==> config.mk <==
export PLATFORM = sky130hd
export DESIGN_NAME = oled_spi_rx_flat
export DESIGN_NICKNAME = d
export VERILOG_FILES = /design/src/rtl/oled_pkg.sv /design/src/rtl/oled_spi_rx_if.sv /design/src/rtl/spi_byte_shifter.sv /design/src/rtl/oled_spi_rx.sv /design/src/flat_wrapper.sv
export SDC_FILE = /design/constraint.sdc
export NUM_CORES = 1
export LEC_CHECK = 0
export ABC_AREA = 1
export BUFFER_PORTS_ARGS = -buffer_cell sky130_fd_sc_hd__buf_4
export CAP_MARGIN = 20
export CORE_UTILIZATION = 40
export DETAILED_ROUTE_END_ITERATION = 10
export PLACE_DENSITY_LB_ADDON = 0.3
export SLEW_MARGIN = 20
export SYNTH_ARGS = -nofsm -noshare
export SYNTH_HDL_FRONTEND = slang
export SYNTH_SLANG_ARGS = --single-unit
export TNS_END_PERCENT = 20
==> constraint.sdc <==
create_clock -name clk -period 2.73 [get_ports clk]
set_input_delay 0 -clock clk [delete_from_list [all_inputs] [get_ports clk]]
set_output_delay 0 -clock clk [all_outputs]
set_load 0.01 [all_outputs]
==> src/rtl/oled_pkg.sv <==
// Shared geometry, pixel format and state types for the PmodOLEDrgb link receiver.
package oled_pkg;

  localparam int OLED_WIDTH      = 96;
  localparam int OLED_HEIGHT     = 64;
  localparam int OLED_NUM_PIXELS = OLED_WIDTH * OLED_HEIGHT;

  localparam int OLED_IDX_W = 13;
  localparam int OLED_X_W   = 7;
  localparam int OLED_Y_W   = 6;

  localparam int RGB_R_MSB = 15;
  localparam int RGB_R_LSB = 11;
  localparam int RGB_G_MSB = 10;
  localparam int RGB_G_LSB = 5;
  localparam int RGB_B_MSB = 4;
  localparam int RGB_B_LSB = 0;

  typedef struct packed {
    logic [RGB_R_MSB-RGB_R_LSB:0] r;
    logic [RGB_G_MSB-RGB_G_LSB:0] g;
    logic [RGB_B_MSB-RGB_B_LSB:0] b;
  } rgb565_t;

  typedef enum logic {
    PIX_IDLE    = 1'b0,
    PIX_HAVE_HI = 1'b1
  } pix_state_t;

  // The panel receives the high byte first, so it lands in r and the top of g.
  function automatic rgb565_t pack_rgb565(input logic [7:0] hi, input logic [7:0] lo);
    return rgb565_t'({hi, lo});
  endfunction

endpackage

==> src/rtl/oled_spi_rx_if.sv <==
// Link inputs from the JC header plus the decoded byte/pixel stream of the receiver.
interface oled_spi_rx_if;

  logic cs;
  logic sdin;
  logic sclk;
  logic d_cn;
  logic resn;
  logic vccen;
  logic pmoden;

  logic                            byte_valid;
  logic [7:0]                      byte_data;
  logic                            byte_is_data;
  logic                            pixel_valid;
  logic [15:0]                     pixel_data;
  logic [oled_pkg::OLED_IDX_W-1:0] pixel_index;
  logic [oled_pkg::OLED_X_W-1:0]   pixel_x;
  logic [oled_pkg::OLED_Y_W-1:0]   pixel_y;
  logic                            frame_start;
  logic [7:0]                      frame_count;
  logic                            panel_on;

  modport master (
    output cs, sdin, sclk, d_cn, resn, vccen, pmoden,
    input  byte_valid, byte_data, byte_is_data, pixel_valid, pixel_data,
           pixel_index, pixel_x, pixel_y, frame_start, frame_count, panel_on
  );

  modport slave (
    input  cs, sdin, sclk, d_cn, resn, vccen, pmoden,
    output byte_valid, byte_data, byte_is_data, pixel_valid, pixel_data,
           pixel_index, pixel_x, pixel_y, frame_start, frame_count, panel_on
  );

endinterface

==> src/rtl/spi_byte_shifter.sv <==
// Synchronises the JC inputs, detects sclk rising edges and shifts MSB-first bytes.
// byte_valid rises SYNC_STAGES+2 cycles after the raw sclk edge of bit 0; cs high drops a partial byte.
module spi_byte_shifter #(
  parameter int SYNC_STAGES = 2
) (
  input  logic       clk,
  input  logic       reset,
  input  logic       cs,
  input  logic       sdin,
  input  logic       sclk,
  input  logic       d_cn,
  input  logic       resn,
  input  logic       vccen,
  input  logic       pmoden,
  output logic       byte_valid,
  output logic [7:0] byte_data,
  output logic       byte_is_data,
  output logic       power_ok
);

  // cs and sclk come out of reset high so a released link never looks like an active edge.
  localparam logic [6:0] SYNC_RST = 7'b1100000;

  logic [6:0] raw;
  logic [6:0] sync_q [SYNC_STAGES];
  logic [6:0] synced;

  logic       cs_s;
  logic       sclk_s;
  logic       sdin_s;
  logic       d_cn_s;
  logic       sclk_q;
  logic       rise;

  logic [7:0] shift_q;
  logic [2:0] bit_cnt;
  logic       done_q;
  logic       dc_q;

  assign raw = {cs, sclk, sdin, d_cn, resn, vccen, pmoden};

  always_ff @(posedge clk or negedge reset) begin
    if (!reset) begin
      for (int i = 0; i < SYNC_STAGES; i++) begin
        sync_q[i] <= SYNC_RST;
      end
    end else begin
      sync_q[0] <= raw;
      for (int i = 1; i < SYNC_STAGES; i++) begin
        sync_q[i] <= sync_q[i-1];
      end
    end
  end

  assign synced   = sync_q[SYNC_STAGES-1];
  assign cs_s     = synced[6];
  assign sclk_s   = synced[5];
  assign sdin_s   = synced[4];
  assign d_cn_s   = synced[3];
  assign power_ok = &synced[2:0];

  assign rise = sclk_s & ~sclk_q;

  always_ff @(posedge clk or negedge reset) begin
    if (!reset) begin
      sclk_q       <= 1'b1;
      shift_q      <= 8'h00;
      bit_cnt      <= 3'd0;
      done_q       <= 1'b0;
      dc_q         <= 1'b0;
      byte_valid   <= 1'b0;
      byte_data    <= 8'h00;
      byte_is_data <= 1'b0;
    end else begin
      sclk_q <= sclk_s;
      done_q <= 1'b0;
      if (cs_s) begin
        bit_cnt <= 3'd0;
      end else if (rise) begin
        shift_q <= {shift_q[6:0], sdin_s};
        bit_cnt <= bit_cnt + 3'd1;
        if (bit_cnt == 3'd7) begin
          done_q <= 1'b1;
          dc_q   <= d_cn_s;
        end
      end
      byte_valid <= done_q;
      if (done_q) begin
        byte_data    <= shift_q;
        byte_is_data <= dc_q;
      end
    end
  end

endmodule

==> src/rtl/oled_spi_rx.sv <==
// PmodOLEDrgb link receiver: pairs data bytes into RGB565 pixels tagged with index, x/y and frame.
// pixel_valid coincides with the second byte's byte_valid; commands rewind the pixel position.
module oled_spi_rx
  import oled_pkg::*;
#(
  parameter int WIDTH       = OLED_WIDTH,
  parameter int HEIGHT      = OLED_HEIGHT,
  parameter int SYNC_STAGES = 2
) (
  input  logic          clk,
  input  logic          reset,
  oled_spi_rx_if.slave  bus
);

  localparam int NUM_PIXELS = WIDTH * HEIGHT;

  logic       byte_valid;
  logic [7:0] byte_data;
  logic       byte_is_data;
  logic       power_ok;

  pix_state_t            state_q, state_d;
  logic [7:0]            hi_q, hi_d;
  logic [OLED_IDX_W-1:0] idx_q, idx_d;
  logic [OLED_X_W-1:0]   x_q, x_d;
  logic [OLED_Y_W-1:0]   y_q, y_d;
  logic [7:0]            frame_q, frame_d;
  logic                  pix_fire;
  logic                  panel_on_q;

  spi_byte_shifter #(
    .SYNC_STAGES (SYNC_STAGES)
  ) u_shifter (
    .clk          (clk),
    .reset        (reset),
    .cs           (bus.cs),
    .sdin         (bus.sdin),
    .sclk         (bus.sclk),
    .d_cn         (bus.d_cn),
    .resn         (bus.resn),
    .vccen        (bus.vccen),
    .pmoden       (bus.pmoden),
    .byte_valid   (byte_valid),
    .byte_data    (byte_data),
    .byte_is_data (byte_is_data),
    .power_ok     (power_ok)
  );

  always_ff @(posedge clk or negedge reset) begin
    if (!reset) begin
      state_q    <= PIX_IDLE;
      hi_q       <= 8'h00;
      idx_q      <= '0;
      x_q        <= '0;
      y_q        <= '0;
      frame_q    <= 8'h00;
      panel_on_q <= 1'b0;
    end else begin
      state_q    <= state_d;
      hi_q       <= hi_d;
      idx_q      <= idx_d;
      x_q        <= x_d;
      y_q        <= y_d;
      frame_q    <= frame_d;
      panel_on_q <= power_ok;
    end
  end

  // x/y run alongside the linear index so no divider is needed for coordinates.
  always_comb begin
    state_d  = state_q;
    hi_d     = hi_q;
    idx_d    = idx_q;
    x_d      = x_q;
    y_d      = y_q;
    frame_d  = frame_q;
    pix_fire = 1'b0;
    if (byte_valid) begin
      if (!byte_is_data) begin
        state_d = PIX_IDLE;
        idx_d   = '0;
        x_d     = '0;
        y_d     = '0;
      end else if (state_q == PIX_IDLE) begin
        hi_d    = byte_data;
        state_d = PIX_HAVE_HI;
      end else begin
        pix_fire = 1'b1;
        state_d  = PIX_IDLE;
        if (idx_q == OLED_IDX_W'(NUM_PIXELS - 1)) begin
          idx_d   = '0;
          x_d     = '0;
          y_d     = '0;
          frame_d = frame_q + 8'd1;
        end else begin
          idx_d = idx_q + OLED_IDX_W'(1);
          if (x_q == OLED_X_W'(WIDTH - 1)) begin
            x_d = '0;
            y_d = y_q + OLED_Y_W'(1);
          end else begin
            x_d = x_q + OLED_X_W'(1);
          end
        end
      end
    end
  end

  assign bus.byte_valid   = byte_valid;
  assign bus.byte_data    = byte_data;
  assign bus.byte_is_data = byte_is_data;
  assign bus.pixel_valid  = pix_fire;
  assign bus.pixel_data   = pack_rgb565(hi_q, byte_data);
  assign bus.pixel_index  = idx_q;
  assign bus.pixel_x      = x_q;
  assign bus.pixel_y      = y_q;
  assign bus.frame_start  = pix_fire & (idx_q == '0);
  assign bus.frame_count  = frame_q;
  assign bus.panel_on     = panel_on_q;

endmodule

==> src/flat_wrapper.sv <==
// flat-port wrapper written by rule: the top's interface ports become plain ports
module oled_spi_rx_flat import oled_pkg::*;
#(
  parameter int WIDTH       = OLED_WIDTH,
  parameter int HEIGHT      = OLED_HEIGHT,
  parameter int SYNC_STAGES = 2
)
  (clk, reset, bus_cs, bus_sdin, bus_sclk, bus_d_cn, bus_resn, bus_vccen, bus_pmoden, bus_byte_valid, bus_byte_data, bus_byte_is_data, bus_pixel_valid, bus_pixel_data, bus_pixel_index, bus_pixel_x, bus_pixel_y, bus_frame_start, bus_frame_count, bus_panel_on);
  oled_spi_rx_if bus_i ();
  input  logic clk;
  input  logic reset;
  input wire logic [$bits(bus_i.cs)-1:0] bus_cs;
  input wire logic [$bits(bus_i.sdin)-1:0] bus_sdin;
  input wire logic [$bits(bus_i.sclk)-1:0] bus_sclk;
  input wire logic [$bits(bus_i.d_cn)-1:0] bus_d_cn;
  input wire logic [$bits(bus_i.resn)-1:0] bus_resn;
  input wire logic [$bits(bus_i.vccen)-1:0] bus_vccen;
  input wire logic [$bits(bus_i.pmoden)-1:0] bus_pmoden;
  output wire logic [$bits(bus_i.byte_valid)-1:0] bus_byte_valid;
  output wire logic [$bits(bus_i.byte_data)-1:0] bus_byte_data;
  output wire logic [$bits(bus_i.byte_is_data)-1:0] bus_byte_is_data;
  output wire logic [$bits(bus_i.pixel_valid)-1:0] bus_pixel_valid;
  output wire logic [$bits(bus_i.pixel_data)-1:0] bus_pixel_data;
  output wire logic [$bits(bus_i.pixel_index)-1:0] bus_pixel_index;
  output wire logic [$bits(bus_i.pixel_x)-1:0] bus_pixel_x;
  output wire logic [$bits(bus_i.pixel_y)-1:0] bus_pixel_y;
  output wire logic [$bits(bus_i.frame_start)-1:0] bus_frame_start;
  output wire logic [$bits(bus_i.frame_count)-1:0] bus_frame_count;
  output wire logic [$bits(bus_i.panel_on)-1:0] bus_panel_on;
  assign bus_i.cs = bus_cs;
  assign bus_i.sdin = bus_sdin;
  assign bus_i.sclk = bus_sclk;
  assign bus_i.d_cn = bus_d_cn;
  assign bus_i.resn = bus_resn;
  assign bus_i.vccen = bus_vccen;
  assign bus_i.pmoden = bus_pmoden;
  assign bus_byte_valid = bus_i.byte_valid;
  assign bus_byte_data = bus_i.byte_data;
  assign bus_byte_is_data = bus_i.byte_is_data;
  assign bus_pixel_valid = bus_i.pixel_valid;
  assign bus_pixel_data = bus_i.pixel_data;
  assign bus_pixel_index = bus_i.pixel_index;
  assign bus_pixel_x = bus_i.pixel_x;
  assign bus_pixel_y = bus_i.pixel_y;
  assign bus_frame_start = bus_i.frame_start;
  assign bus_frame_count = bus_i.frame_count;
  assign bus_panel_on = bus_i.panel_on;
  oled_spi_rx #(.WIDTH(WIDTH), .HEIGHT(HEIGHT), .SYNC_STAGES(SYNC_STAGES)) u_core (.clk(clk), .reset(reset), .bus(bus_i));
endmodule
* Word-level counts from Yosys, hierarchy flattened
Cells that the tools add are included.
** Word-level totals
- Register bits :: 82
- Input port bits :: 9
** Operators by class
- Add/sub/neg operators :: 5
- Eq/ne operators :: 5
- Multiplexer cells :: 21
- Bitwise logic cells :: 5
- Reduce and logical (&&, ||, !) cells :: 9
** Operator list (count)
- 13-bit two-way mux :: 3
- 7-bit two-way mux :: 4
- 6-bit two-way mux :: 4
- 13-bit by 1-bit adder with 13-bit output (second input constant) :: 1
- 13-bit equality test (second input constant) :: 1
- 13-bit zero test :: 1
- 3-bit AND reduction :: 4
- 8-bit by 1-bit adder with 8-bit output (second input constant) :: 1
- 1-bit two-way mux :: 8
- 7-bit by 1-bit adder with 7-bit output (second input constant) :: 1
- 7-bit equality test (second input constant) :: 1
- 6-bit by 1-bit adder with 6-bit output (second input constant) :: 1
- 3-bit two-way mux :: 2
- 2-bit AND reduction :: 2
- 4-bit AND reduction :: 1
- 3-bit by 1-bit adder with 3-bit output (second input constant) :: 1
- 3-bit equality test (second input constant) :: 1
- 3-bit by 1-bit != test with 1-bit output (second input constant) :: 1
- 1-bit NOT :: 3
- 1-bit AND :: 2
- 2-bit by 1-bit != test with 1-bit output (second input constant) :: 1
- 2-bit nonzero test :: 1

* Depth between registers and ports, before layout
Gate-level depths: netlist of run 1.
- Depth in word-level cells :: 5
- Gate-level depth with buffers :: 10
- Depth with buffers taken out :: 10

* Modules after synthesis
A second synthesis of run 1 with hierarchy kept.
** Unflattened totals
- Cells, all modules :: 411
- Area, all modules :: 3802.4 um^2
** Modules (own cells, without submodules)
- oled_spi_rx :: times used 1, cells an instance 292, area an instance 2459.9 um^2
- spi_byte_shifter :: times used 1, cells an instance 119, area an instance 1342.5 um^2

* Least setup slack after synthesis of run 1
Ideal clock, no wire load.
- Kind :: register -> register
- Start point :: register u_core.idx_q[0] (netlist: u_core.bus.pixel_index[0])
- End point :: register u_core.frame_q[3] (netlist: u_core.bus.frame_count[3])
- Setup time :: 0.117 ns
- Arrival time :: 1.436 ns
- Required time :: 2.613 ns
- Path slack :: 1.177 ns
- Stages on the path, launching flop included :: 11
- Period minus slack after synthesis :: 1.553 ns
- Cell sequence :: dfrtp_1 > ha_1 > nand2_1 > nor2_1 > nand2_4 > nor2_8 > nand2_4 > inv_2 > nand2_1 > nand2_1 > nand2_1
** Between the ends
- Cells in the longest elaborated chain, start to end :: 2
** RTL lines
- start, declared :: RTL line oled_spi_rx.sv:24 : logic [OLED_IDX_W-1:0] idx_q, idx_d;
- start signal, assigned :: RTL line oled_spi_rx.sv:61 : idx_q <= idx_d;
- 13-bit equality test :: RTL line oled_spi_rx.sv:90 : if (idx_q == OLED_IDX_W'(NUM_PIXELS - 1)) begin
- 4-bit AND reduction (no source line)
- end signal, assigned :: RTL line oled_spi_rx.sv:64 : frame_q <= frame_d;
- end, declared :: RTL line oled_spi_rx.sv:27 : logic [7:0] frame_q, frame_d;
Every way passes these cells.
A chain may end at the register's enable or synchronous reset.

* Worst setup path after layout of run 1
- Start point :: register u_core.u_shifter.sync_q, in the netlist u_core.u_shifter.synced[5]
- End point :: register u_core.u_shifter.dc_q
** Between the ends
- Cells in the longest elaborated chain, start to end :: 2
** RTL lines
- start, declared :: RTL line spi_byte_shifter.sv:25 : logic [6:0] sync_q [SYNC_STAGES];
- start signal, assigned by index :: RTL line spi_byte_shifter.sv:50 : sync_q[i] <= sync_q[i-1];
- 1-bit AND :: RTL line spi_byte_shifter.sv:62 : assign rise = sclk_s & ~sclk_q;
- 3-bit AND reduction (no source line)
- end signal, assigned :: RTL line spi_byte_shifter.sv:84 : dc_q <= d_cn_s;
- end, declared :: RTL line spi_byte_shifter.sv:38 : logic dc_q;
Every way passes these cells.

==> summary.md, run 1 <==
| Metric | Value |
|---|---|
| Sum of negative setup slack | `0 ps` |
| Worst vdd ir | `0.298 mV` |
| Slew Limit Fails | `0` |
| Initial DRC Count | `roughly 240` |
| Die Y-Extent | `about 100 um` |
| Non-filler cells, final | `615` |
| Final core occ | `between 50% and 60%` |
| Yosys Warn Count | `0` |
| Arrival time at the worst endpoint | `roughly 1900 ps` |
| Worst-margin pin slew | `~730 ps` |
| Vias in the first global route | `about 2800` |
| Final Hold Viols | `0` |
| H-tree depth | `3` |
| Crit path time final | `between 1500 and 2000 ps` |
| IO buf count | `about 70` |
| Critical path class | `register to register` |
| Seq cells post-synth | `82` |
| Total wire length | `between 7 and 8 mm` |
| Sequential area share after synthesis | `a little over half` |
| Synthesized area | `3750 sq um` |
| Lkg Pwr | `2.32 nW` |
| Clock skew | `a little under 7 ps` |
| Drt pass-1 iters | `5` |
| Diodes inserted | `0` |
| Avg Synthesized Cell Area | `8.83 sq um` |
| Clk buf depth | `2` |
| Die Wd | `approximately 99 um` |
| Unrepaired setup endpoints after global routing | `false` |
| Share of cells above drive strength 1 | `between 20% and 30%` |
| Post-route ant nets | `0` |
| Wire per inst | `approximately 13 um` |
| Rows | `34` |
| Clock transition at the registers of the reported paths | `80 ps` |
| Antenna violations before repair | `0` |
| Crit path launch | `u_core.u_shifter.synced[5]` |
| CP startpoint kind | `register` |
| Hold Path Class | `input port to asynchronous set/reset pin` |
| PwrDens | `487 nW/um^2` |
| Clock latency on the worst-skew pair | `roughly 340 ps` |
| Tot Pwr | `~0.0022 W` |
| R2r startpoint | `u_core.u_shifter.synced[5]` |
| Total gr overflow | `0` |
| Layout area overhead | `23.1%` |
| Count of cell types in the netlist | `29` |
| IO Count | `between 70 and 80` |
| Root buffer cell | `clkbuf_8` |
| Layout fillers | `about 800` |
| F_max | `slightly below 0.6 GHz` |
| Worst r2r dst | `u_core.u_shifter.dc_q` |
| Clk sinks | `between 80 and 90` |
| Total GRT Usage | `17.2%` |
| Detailed Place HPWL | `5.56 mm` |
| Endpoints failing setup | `0` |
| Post-DR vias/cell | `4.86` |
| Die ar. | `9770 sq um` |
| CP max FO | `18` |
| Gate count of the mapped netlist | `425` |
| TritonCTS clock tree | `yes` |
| Slew margin rel. | `roughly half` |
| Final instance area | `4620 sq um` |
| Final cycle utilization of the critical path | `between 60% and 70%` |
| Placer Congestion | `0.889` |
| Setup Buffers After CTS | `0` |
| DP Area | `about 4300 sq um` |
| Max-cap violation count | `0` |
| First-pass GRT wire length | `13.2 mm` |
| Largest net degree at the start of global routing | `83` |
| Worst Path Required | `between 2000 and 3000 ps` |
| Initial Util | `a little over two fifths` |
| Worst r2r path cells | `3` |
| CTS Buf Count | `9` |
| Status | `completed` |
| Placed cells | `591` |
| Vias | `2987` |
| Final net count | `just over 500` |
| Core area | `between 8000 and 9000 sq um` |
| R2r setup slk | `a little over 1000 ps` |
| DRC Markers | `0` |
| Syn_nets | `approximately 440` |
| Setup crit end kind | `register` |
-- cells by family after synthesis --
kind of cell | after synthesis | synth area share (%)
compound gates | 56 | 7.94
xor+xnor | 11 | 2.57
fa+ha+maj | 7 | 2.33
buf+inv | 71 | 7.94
flops | 82 | 54.9
mux | 1 | 0.300
simple gates | 197 | 24.0
-- through the flow --
stage / hold WS (ps) / setup WS [ps]
6_report: 268 / 1040
5_1_grt: 278 / 843
4_1_cts: 289 / 1010
3_5_place_dp: 111 / 1030
3_3_place_gp: 108 / 1070
2_1_floorplan: -296 / 1180
-- report_power, final --
group	leakage, nW	switching (W)	internal, W	total (W)
logic	1.14	0.0000492	0.0000320	0.0000811
registers	1.09	0.0000225	0.00126	0.00128
clock network	0.101	0.000435	0.000450	0.000885
total	2.32	0.000507	0.00174	0.00225
-- placed cells by master (no fill, tap or decap), drive strengths merged --
| cell type | Yosys | routed |
|---|---|---|
| nor2 | 37 | 37 |
| a21oi | 6 | 6 |
| dfstp | 5 | 5 |
| dfrtp | 77 | 77 |
| o21ai | 46 | 46 |
| bufinv | 0 | 1 |
| nand3b | 1 | 1 |
| and3 | 1 | 1 |
| ha | 7 | 7 |
| clkbuf | 4 | 12 |
| xnor2 | 2 | 2 |
| dlygate4sd3 | 0 | 8 |
| nand3 | 31 | 31 |
| nand4 | 7 | 7 |
| nor3 | 4 | 4 |
| nand2 | 116 | 116 |
| o21bai | 1 | 1 |
| xor2 | 9 | 9 |
| buf | 9 | 71 |
| clkinv | 0 | 2 |
| inv | 58 | 59 |
| o22ai | 3 | 3 |
| mux2 | 1 | 1 |
-- critical path, stage by stage (launching register included) --
cell	delay (ps)
dfstp_2	540
nand3_1	400
nor2_1	290
mux2_2	360
-- registers in the layout (all words and copies together) (netlist names) --
name and cells:
u_core.u_shifter.done_q 1, u_core.u_shifter.sync_q 7, u_core.u_shifter.synced 7, u_core.u_shifter.dc_q 1, u_core.u_shifter.bit_cnt 3, u_core.u_shifter.byte_data 8, u_core.bus.pixel_index 13, u_core.hi_q 8
u_core.u_shifter.byte_valid 1, u_core.bus.pixel_x 7, u_core.bus.panel_on 1, u_core.bus.frame_count 8, u_core.u_shifter.sclk_q 1, u_core.u_shifter.shift_q 8, u_core.u_shifter.byte_is_data 1, u_core.state_q 1
u_core.bus.pixel_y 6
-- cells in the mapped netlist --
master    instances  share of area (%)
nand2_1         112                 11
nor2_8            2                1.1
a21oi_1           6               0.80
buf_2             1               0.13
and3_1            1               0.17
o22ai_1           3               0.50
o21ai_0          33                4.4
nor2_4            4                1.2
nand2_2           2               0.33
inv_1            55                5.5
xnor2_1           2               0.47
o21ai_1          12                1.6
dfrtp_1          77                 51
nor2_1           31                3.1
nand3_4           1               0.47
dfstp_2           5                3.5
buf_4             8                1.6
nand3_1          30                4.0
xor2_1            9                2.1
inv_2             3               0.30
nand3b_1          1               0.20
clkbuf_1          4               0.40
nand2_4           2               0.60
o21ai_4           1               0.43
o21bai_1          1               0.20
mux2_2            1               0.30
nor3_1            4               0.53
ha_1              7                2.3
nand4_1           7                1.2
-- layout make-up --
| cell class | count | area (sq um) | area share (%) |
|---|---|---|---|
| sequential | 82 | 2060 | 44.6 |
| multi-input combinational | 272 | 1400 | 30.2 |
| timing repair buffer | 79 | 617 | 13.4 |
| inverter | 58 | 218 | 4.72 |
| clock buffer | 12 | 145 | 3.14 |
| tap | 108 | 135 | 2.93 |
| clock inverter | 4 | 48.8 | 1.06 |
-- per-layer routing --
metal,vias up,GRT usage (%),routed length [um]
li1,1496,-,-
met1,1398,23.4,3650
met2,83,27.3,3710
met3,10,4.40,406
met4,0,4.59,82
met5,-,0,0
-- worst max-delay path by stage --
stage | end | slack, ps | cells after the start
floorplan | u_core.bus.frame_count[3] | 1180 | 10
global placement | u_core.u_shifter.dc_q | 1070 | 3
detailed placement | u_core.u_shifter.dc_q | 1030 | 3
CTS | u_core.bus.frame_count[2] | 1010 | 8
global route | u_core.u_shifter.dc_q | 840 | 3
finish | u_core.u_shifter.dc_q | 1040 | 3
-- what timing repair did --
item	4_1_cts	5_1_grt
endpoints found under the hold margin	84	0
gates resized for setup	0	0
hold buffers	8	0
Note: power is estimated with default switching activity, not from simulation.
==> inputs of run 2 (changes only) <==
--- a/config.mk
+++ b/config.mk
@@ -5,7 +5,7 @@
 export SDC_FILE = /design/constraint.sdc
 export NUM_CORES = 1
 export LEC_CHECK = 0
-export ABC_AREA = 1
+export ABC_AREA = 0
 export BUFFER_PORTS_ARGS = -buffer_cell sky130_fd_sc_hd__buf_4
 export CAP_MARGIN = 20
 export CORE_UTILIZATION = 40
==> constraint.sdc (replaced) <==
create_clock -name clk -period 1.7 [get_ports clk]
set_input_delay 0 -clock clk [delete_from_list [all_inputs] [get_ports clk]]
set_output_delay 0 -clock clk [all_outputs]
set_load 0.01 [all_outputs]
==> run 2 against run 1 <==
The run now ends with negative setup slack left. Flip-flop and latch count did not move. Clock power rose by 60%. Sequential power rose by 65%. Non-clock buffer count rose by 45. Critical path type unchanged. Critical endpoint is now u_core.bus.pixel_y[3]. Largest power group unchanged. Highest routed layer unchanged.
==> summary.md, run 2 <==
| Metric | Value |
|---|---|
| Status | `finished with violations` |
| Failing checks | `negative setup slack` |
| Lkg Pwr | `2.44 nW (+5.1%)` |
| Clock transition at the registers of the reported paths | `100 ps (+20 ps)` |
| Endpoints failing setup | `3 (+3)` |
| Worst vdd ir | `0.464 mV (+56%)` |
| Slew margin rel. | `66.9% (+16 points)` |
| Met3 usage in global routing | `4.85% (+0.45 points)` |
| DRC Markers | `0 (unchanged)` |
| Sw frac | `25.8% (+3.2 points)` |
| Clock latency on the worst-skew pair | `360 ps (+20 ps)` |
| F_max | `0.579 GHz (-1.9%)` |
| Total gr overflow | `0 (unchanged)` |
| Core area | `8680 sq um (-2.4%)` |
| Detailed Place HPWL | `5.66 mm (+1.7%)` |
| Post-DR vias/cell | `5.27 (+8.5%)` |
| Total GRT Usage | `19.0% (+1.8 points)` |
| Met1 Track Usage GR | `24.1% (+0.74 points)` |
| Hold_ws | `144 ps (-124 ps)` |
| Synth area leaders | `dfrtp_1, mux2_2, dfstp_2` |
| Layout fillers | `750 (-6.5%)` |
| Final Hold Viols | `0 (unchanged)` |
| Primary FF master, synth | `dfrtp_1` |
| Placer Congestion | `0.885 (-0.55%)` |
| Vias | `2776 (-7.1%)` |
| Sequential area share after synthesis | `57.7% (+2.8 points)` |
| PwrDens | `750 nW/um^2 (+54%)` |
| Gate count of the mapped netlist | `295 (-31%)` |
| Unrepaired setup endpoints after global routing | `true` |
| Slew Limit Fails | `0 (unchanged)` |
| Final core occ | `56.8% (+4.9 points)` |
| Synth area leader | `dfrtp_1` |
| Yosys Warn Count | `0 (unchanged)` |
| Setup crit end kind | `register` |
| Met2 Usage GRT | `31.6% (+4.3 points)` |
| Synth async-reset ratio | `100% (unchanged)` |
| Vias in the first global route | `2745 (-2.1%)` |
| Most frequent cells in the layout | `buf_4, dfrtp_1, mux2_2` |
| CTS Buf Count | `9 (unchanged)` |
| Tot Pwr | `0.00370 W (+64%)` |
| Post-route ant nets | `0 (unchanged)` |
| Synth top area share | `54.0% (+2.7 points)` |
| First-pass GRT wire length | `13.3 mm (+1.0%)` |
| Diodes inserted | `0 (unchanged)` |
| Max-cap violation count | `0 (unchanged)` |
| Rows | `34 (unchanged)` |
| H-tree depth | `3 (unchanged)` |
| Share of cells above drive strength 1 | `45.1% (+24 points)` |
| Clk pwr share | `38.4% (-1.0 points)` |
| Non-filler cells, final | `527 (-14%)` |
| Crit path launch | `u_core.bus.pixel_index[1]` |
| Die Y-Extent | `96.4 um (-2.4%)` |
| Logic pwr share | `4.4% (+0.8 points)` |
| Crit path time final | `1730 ps (+33.6 ps)` |
| CP startpoint kind | `register` |
| Commonest non-fill, non-tap cell in the layout | `buf_4` |
| CP max FO | `3 (-15)` |
| Syn_nets | `311 (-29%)` |
| P_sw | `0.000953 W (+88%)` |
| R2r startpoint | `u_core.bus.pixel_index[1]` |
| IO Count | `72 (unchanged)` |
| TritonCTS clock tree | `yes` |
| Placed cells | `499 (-16%)` |
| Root buffer cell | `clkbuf_8` |
| Largest net degree at the start of global routing | `39 (-53%)` |
| Die Wd | `96.4 um (-2.4%)` |
| Hold Path Class | `input port to asynchronous set/reset pin` |
| Count of cell types in the netlist | `49 (+69%)` |
| Total wire length | `8.13 mm (+3.5%)` |
| Internal | `0.00274 W (+58%)` |
| Clock skew | `14.8 ps (+8.00 ps)` |
| Wire per inst | `15.4 um (+21%)` |
| Arrival time at the worst endpoint | `1980 ps (+50 ps)` |
| Initial DRC Count | `144 (-39%)` |
| Layout area overhead | `38.2%` |
| Seq pwr share | `57.1% (about the same)` |
| Post-synth top cells | `dfrtp_1, mux2_2, o21ai_0` |
| Worst Slack Setup Final | `-28.0 ps (-1060 ps)` |
| Final net count | `430 (-17%)` |
| Drt pass-1 iters | `4 (-1)` |
| Sum of negative setup slack | `-46.4 ps (-46.4 ps)` |
| Die ar. | `9300 sq um (-4.8%)` |
| Clk sinks | `82 (unchanged)` |
| Clk buf depth | `2 (unchanged)` |
| Count leader, synth | `dfrtp_1` |
| Post-synth EDFFs | `0 (unchanged)` |
| IO buf count | `71 (unchanged)` |
| Largest register FFs | `13 (unchanged)` |
| Avg Synthesized Cell Area | `12.1 sq um (+37%)` |
| Seq cells post-synth | `82 (unchanged)` |
| Most used routing layer | `met2` |
| Antenna violations before repair | `0 (unchanged)` |
| Critical path class | `register to register` |
| Worst Path Required | `1950 ps (-1010 ps)` |
| Final cycle utilization of the critical path | `102% (+40 points)` |
| Worst-margin pin slew | `497 ps (-234 ps)` |
| Initial Util | `41.1% (-1.1 points)` |
| Synthesized area | `3570 sq um (-4.9%)` |
## run 2: cell count changes after synthesis, moves of 8 or more
cell and delta:
o21ai_1 -12, nand3_1 -19, o21ai_0 -8, mux2_2 +27, nor2_1 -20, nand2_1 -98, inv_1 -45
## run 2: power by group through the flow
stage	clock network, W	registers [W]	logic, W
after floorplan	0	0.00213	0.0000828
after global placement	0	0.00215	0.000149
after detailed placement	0	0.00215	0.000155
after CTS	0.00148	0.00211	0.000169
after global routing	0.00157	0.00213	0.000186
final	0.00142	0.00211	0.000164
## run 2: cell type report
type | count | area, sq um | area share [%]
Sequential cell | 82 | 2060 | 41.9
Multi-Input combinational cell | 187 | 1500 | 30.4
Timing Repair Buffer | 124 | 991 | 20.1
Tap cell | 108 | 135 | 2.74
Clock buffer | 9 | 124 | 2.51
Clock inverter | 7 | 78.8 | 1.60
Inverter | 10 | 37.5 | 0.762
## run 2: cell families after synthesis
| logic type | count (synthesis) | synth area share (%) |
|---|---|---|
| AND/OR/NAND/NOR | 86 | 14.2 |
| flip-flops | 82 | 57.7 |
| buffers and inverters | 26 | 3.65 |
| XOR/XNOR | 8 | 1.96 |
| adder cells (fa/ha/maj) | 7 | 2.46 |
| multiplexers | 30 | 9.40 |
| AO/OA/AOI/OAI | 56 | 10.6 |
## run 2: repair_timing
action	CTS	global route
setup buffers	2	2
gates resized for setup	8	15
pin swaps	1	4
cloned	0	0
hold buffers	8	0
endpoints found under the hold margin	43	0
setup endpoints to repair	23	25
## run 2: path summary, 6_finish.rpt
check	to	slack, ps	depth (start not counted)
worst max-delay path	u_core.bus.pixel_y[3]	-30	5
worst min-delay path	u_core.bus.pixel_y[0]	140	2
worst max register to register	u_core.bus.pixel_y[3]	-30	5
worst min register to register	u_core.u_shifter.synced[0]	360	0
max in group asynchronous	u_core.u_shifter.synced[5]	910	3
min in group clk	u_core.u_shifter.sync_q[11]	290	2
## run 2: layer usage
| metal | up-vias | share of wire, % |
|---|---|---|
| met1 | 1382 | 45 |
| met3 | 10 | 4.6 |
| li1 | 1314 | - |
| met2 | 70 | 49 |
| met5 | - | 0 |
| met4 | 0 | 1.4 |
## run 2: per-stage QoR
stage	area (sq um)	worst slack, ps
finish	4930	-28.0
CTS	4850	-12.2
detailed placement	4520	-81.7
floorplan	3620	-186
global route	4930	-81.0
global placement	4520	-33.6
## run 2: critical path, cell delays in order (launching register included)
cell     delay (ps)
dfrtp_1         410
ha_4            170
nand3_4          80
or4_4           530
and3_4          180
mux2_2          250
==> inputs of run 3 (changes only) <==
--- a/config.mk
+++ b/config.mk
@@ -10,7 +10,7 @@
 export CAP_MARGIN = 20
 export CORE_UTILIZATION = 40
 export DETAILED_ROUTE_END_ITERATION = 10
-export PLACE_DENSITY_LB_ADDON = 0.3
+export PLACE_DENSITY = 0.71
 export SLEW_MARGIN = 20
 export SYNTH_ARGS = -nofsm -noshare
 export SYNTH_HDL_FRONTEND = slang
==> run 3 against run 2 <==
Sequential share of layout area up 0.64 points. Die area unchanged. The flow now finishes without violations. Non-clock buffer count down 6. Critical path depth unchanged. Wire length down 2.3%. Flip-flop and latch count unchanged.
==> summary.md, run 3 (same netlist as run 2, synthesis figures left out) <==
| Metric | Value |
|---|---|
| Total wire length | `7.95 mm (-2.3%)` |
| Largest net degree at the start of global routing | `38 (-2.6%)` |
| Worst Path Required | `1940 ps (about the same)` |
| Met2 Usage GRT | `29.4% (-2.2 points)` |
| IO Count | `72 (unchanged)` |
| Clk sinks | `82 (unchanged)` |
| Critical Path Max Stage Delay | `490 ps (-40 ps)` |
| Antenna violations before repair | `0 (unchanged)` |
| Vias in the first global route | `2552 (-7.0%)` |
| Clock transition at the registers of the reported paths | `90 ps (about the same)` |
| Endpoints failing setup | `0 (-3)` |
| CP max FO | `3 (unchanged)` |
| Post-DR vias/cell | `5.31 (+0.71%)` |
| Slew margin rel. | `67.2% (+0.34 points)` |
| Clock skew | `10.3 ps (-4.50 ps)` |
| Crit path launch | `u_core.bus.pixel_index[1]` |
| R2r startpoint | `u_core.bus.pixel_index[1]` |
| Arrival time at the worst endpoint | `1930 ps (-50 ps)` |
| Clk buf depth | `2 (unchanged)` |
| F_max | `0.589 GHz (+1.7%)` |
| Final cycle utilization of the critical path | `99.9% (-1.7 points)` |
| Vias | `2764 (-0.43%)` |
| Final Hold Viols | `0 (unchanged)` |
| Seq pwr share | `54.8% (-2.3 points)` |
| Die ar. | `9300 sq um (unchanged)` |
| Max-cap violation count | `0 (unchanged)` |
| IO buf count | `71 (unchanged)` |
| Initial Util | `41.1% (unchanged)` |
| CP max stage cell | `or4_4` |
| Rows | `34 (unchanged)` |
| Slew Limit Fails | `0 (unchanged)` |
| PwrDens | `794 nW/um^2 (+5.8%)` |
| Final net count | `424 (-1.4%)` |
| Logic pwr share | `4.2% (-0.2 points)` |
| Worst Slack Setup Final | `1.49 ps (+29.5 ps)` |
| TritonCTS clock tree | `yes` |
| Worst r2r path cells | `5 (unchanged)` |
| Status | `completed` |
| DRC Markers | `0 (unchanged)` |
| Crit path time final | `1700 ps (-29.5 ps)` |
| Clk pwr share | `41.0% (+2.6 points)` |
| Detailed Place HPWL | `5.60 mm (-0.94%)` |
| Largest register FFs | `13 (unchanged)` |
| Met3 usage in global routing | `3.52% (-1.3 points)` |
| Lkg Pwr | `2.40 nW (-1.7%)` |
| Post-route ant nets | `0 (unchanged)` |
| Clock latency on the worst-skew pair | `350 ps (about the same)` |
| Drt pass-1 iters | `4 (unchanged)` |
| Levels on crit path | `5 (unchanged)` |
| Share of cells above drive strength 1 | `44.1% (-1.0 points)` |
| Initial DRC Count | `106 (-26%)` |
| Root buffer cell | `clkbuf_8` |
| Worst vdd ir | `0.704 mV (+52%)` |
| Total gr overflow | `0 (unchanged)` |
| Unrepaired setup endpoints after global routing | `true` |
| Placer Congestion | `0.811 (-8.4%)` |
| Sw frac | `22.5% (-3.3 points)` |
| Die Y-Extent | `96.4 um (unchanged)` |
| CP startpoint kind | `register` |
| Hold Path Class | `input port to asynchronous set/reset pin` |
| Most frequent cells in the layout | `buf_4, dfrtp_1, mux2_2` |
| P_sw | `0.000868 W (-9.0%)` |
| CTS Buf Count | `9 (unchanged)` |
| Total GRT Usage | `17.9% (-1.1 points)` |
| Core area | `8680 sq um (unchanged)` |
| Internal | `0.00299 W (+8.8%)` |
| Layout fillers | `741 (-1.2%)` |
| Crit-path cells | `ha_2, nand3_2, or4_4, and3_1, mux2_4` |
| CP Buf/Inv Count | `0 (unchanged)` |
| Cell family with most CP delay | `simple AND/OR/NAND/NOR gates` |
| Most used routing layer | `met2` |
| Met1 Track Usage GR | `23.2% (-0.89 points)` |
| Wire per inst | `15.3 um (-1.1%)` |
| Commonest non-fill, non-tap cell in the layout | `buf_4` |
| Worst-margin pin slew | `490 ps (-6.48 ps)` |
| Layout area overhead | `36.1%` |
| Diodes inserted | `0 (unchanged)` |
| Die Wd | `96.4 um (unchanged)` |
| Hold_ws | `102 ps (-42.3 ps)` |
| DP Worst Slack | `-15.1 ps (+66.6 ps)` |
| H-tree depth | `3 (unchanged)` |
| First-pass GRT wire length | `12.4 mm (-7.1%)` |
| Critical path class | `register to register` |
| Tot Pwr | `0.00385 W (+4.3%)` |
| Setup crit end kind | `register` |
[run 3: area by class of cell]
cell class | count | area (sq um) | share of cell area (%)
Sequential cell | 82 | 2060 | 42.5
Inverter | 10 | 37.5 | 0.773
Multi-Input combinational cell | 187 | 1470 | 30.3
Clock buffer | 9 | 124 | 2.55
Timing Repair Buffer | 118 | 926 | 19.1
Tap cell | 108 | 135 | 2.78
Clock inverter | 7 | 100 | 2.06
[run 3: timing repair]
action / in CTS / in global routing
buffers inserted: 0 / 2
setup endpoints to repair: 12 / 16
endpoints found under the hold margin: 86 / 0
pin swaps: 0 / 3
hold buffers: 8 / 0
resized for setup: 4 / 16
[run 3: worst register-to-register path: stages (launching register included)]
cell     delay (ps)
dfrtp_1         360
ha_2            200
nand3_2          90
or4_4           490
and3_1          180
mux2_4          260
[run 3: through the flow]
step	setup TNS [ps]	std cells	util, %	cell area, sq um
floorplan	-319	295	-	3620
global placement	0	495	51.6	4480
detailed placement	-15.1	495	51.6	4480
CTS	-12.9	519	55.2	4790
global route	-232	521	55.9	4850
finish	0	521	55.9	4850
[run 3: final timing paths]
check,end,slack (ps)
setup reg to reg,u_core.bus.pixel_y[3],1
min in group clk,u_core.u_shifter.sync_q[10],300
max in group asynchronous,u_core.bus.pixel_index[0],1000
setup / recovery,u_core.bus.pixel_y[3],1
hold reg to reg,u_core.u_shifter.synced[4],350
hold / removal,u_core.bus.frame_count[4],100
[run 3: routing by layer]
| layer | routed length (um) | part of all wire, % |
|---|---|---|
| met5 | 0 | 0 |
| met4 | 133 | 1.7 |
| met3 | 348 | 4.4 |
| met1 | 3520 | 44 |
| met2 | 3950 | 50 |
[run 3: power by group through the flow]
stage / Combinational (W) / Clock, W / Sequential, W
detailed placement: 0.000154 / 0 / 0.00215
CTS: 0.000167 / 0.00163 / 0.00211
finish: 0.000162 / 0.00158 / 0.00211
floorplan: 0.0000828 / 0 / 0.00213
global route: 0.000180 / 0.00169 / 0.00213
global placement: 0.000148 / 0 / 0.00215
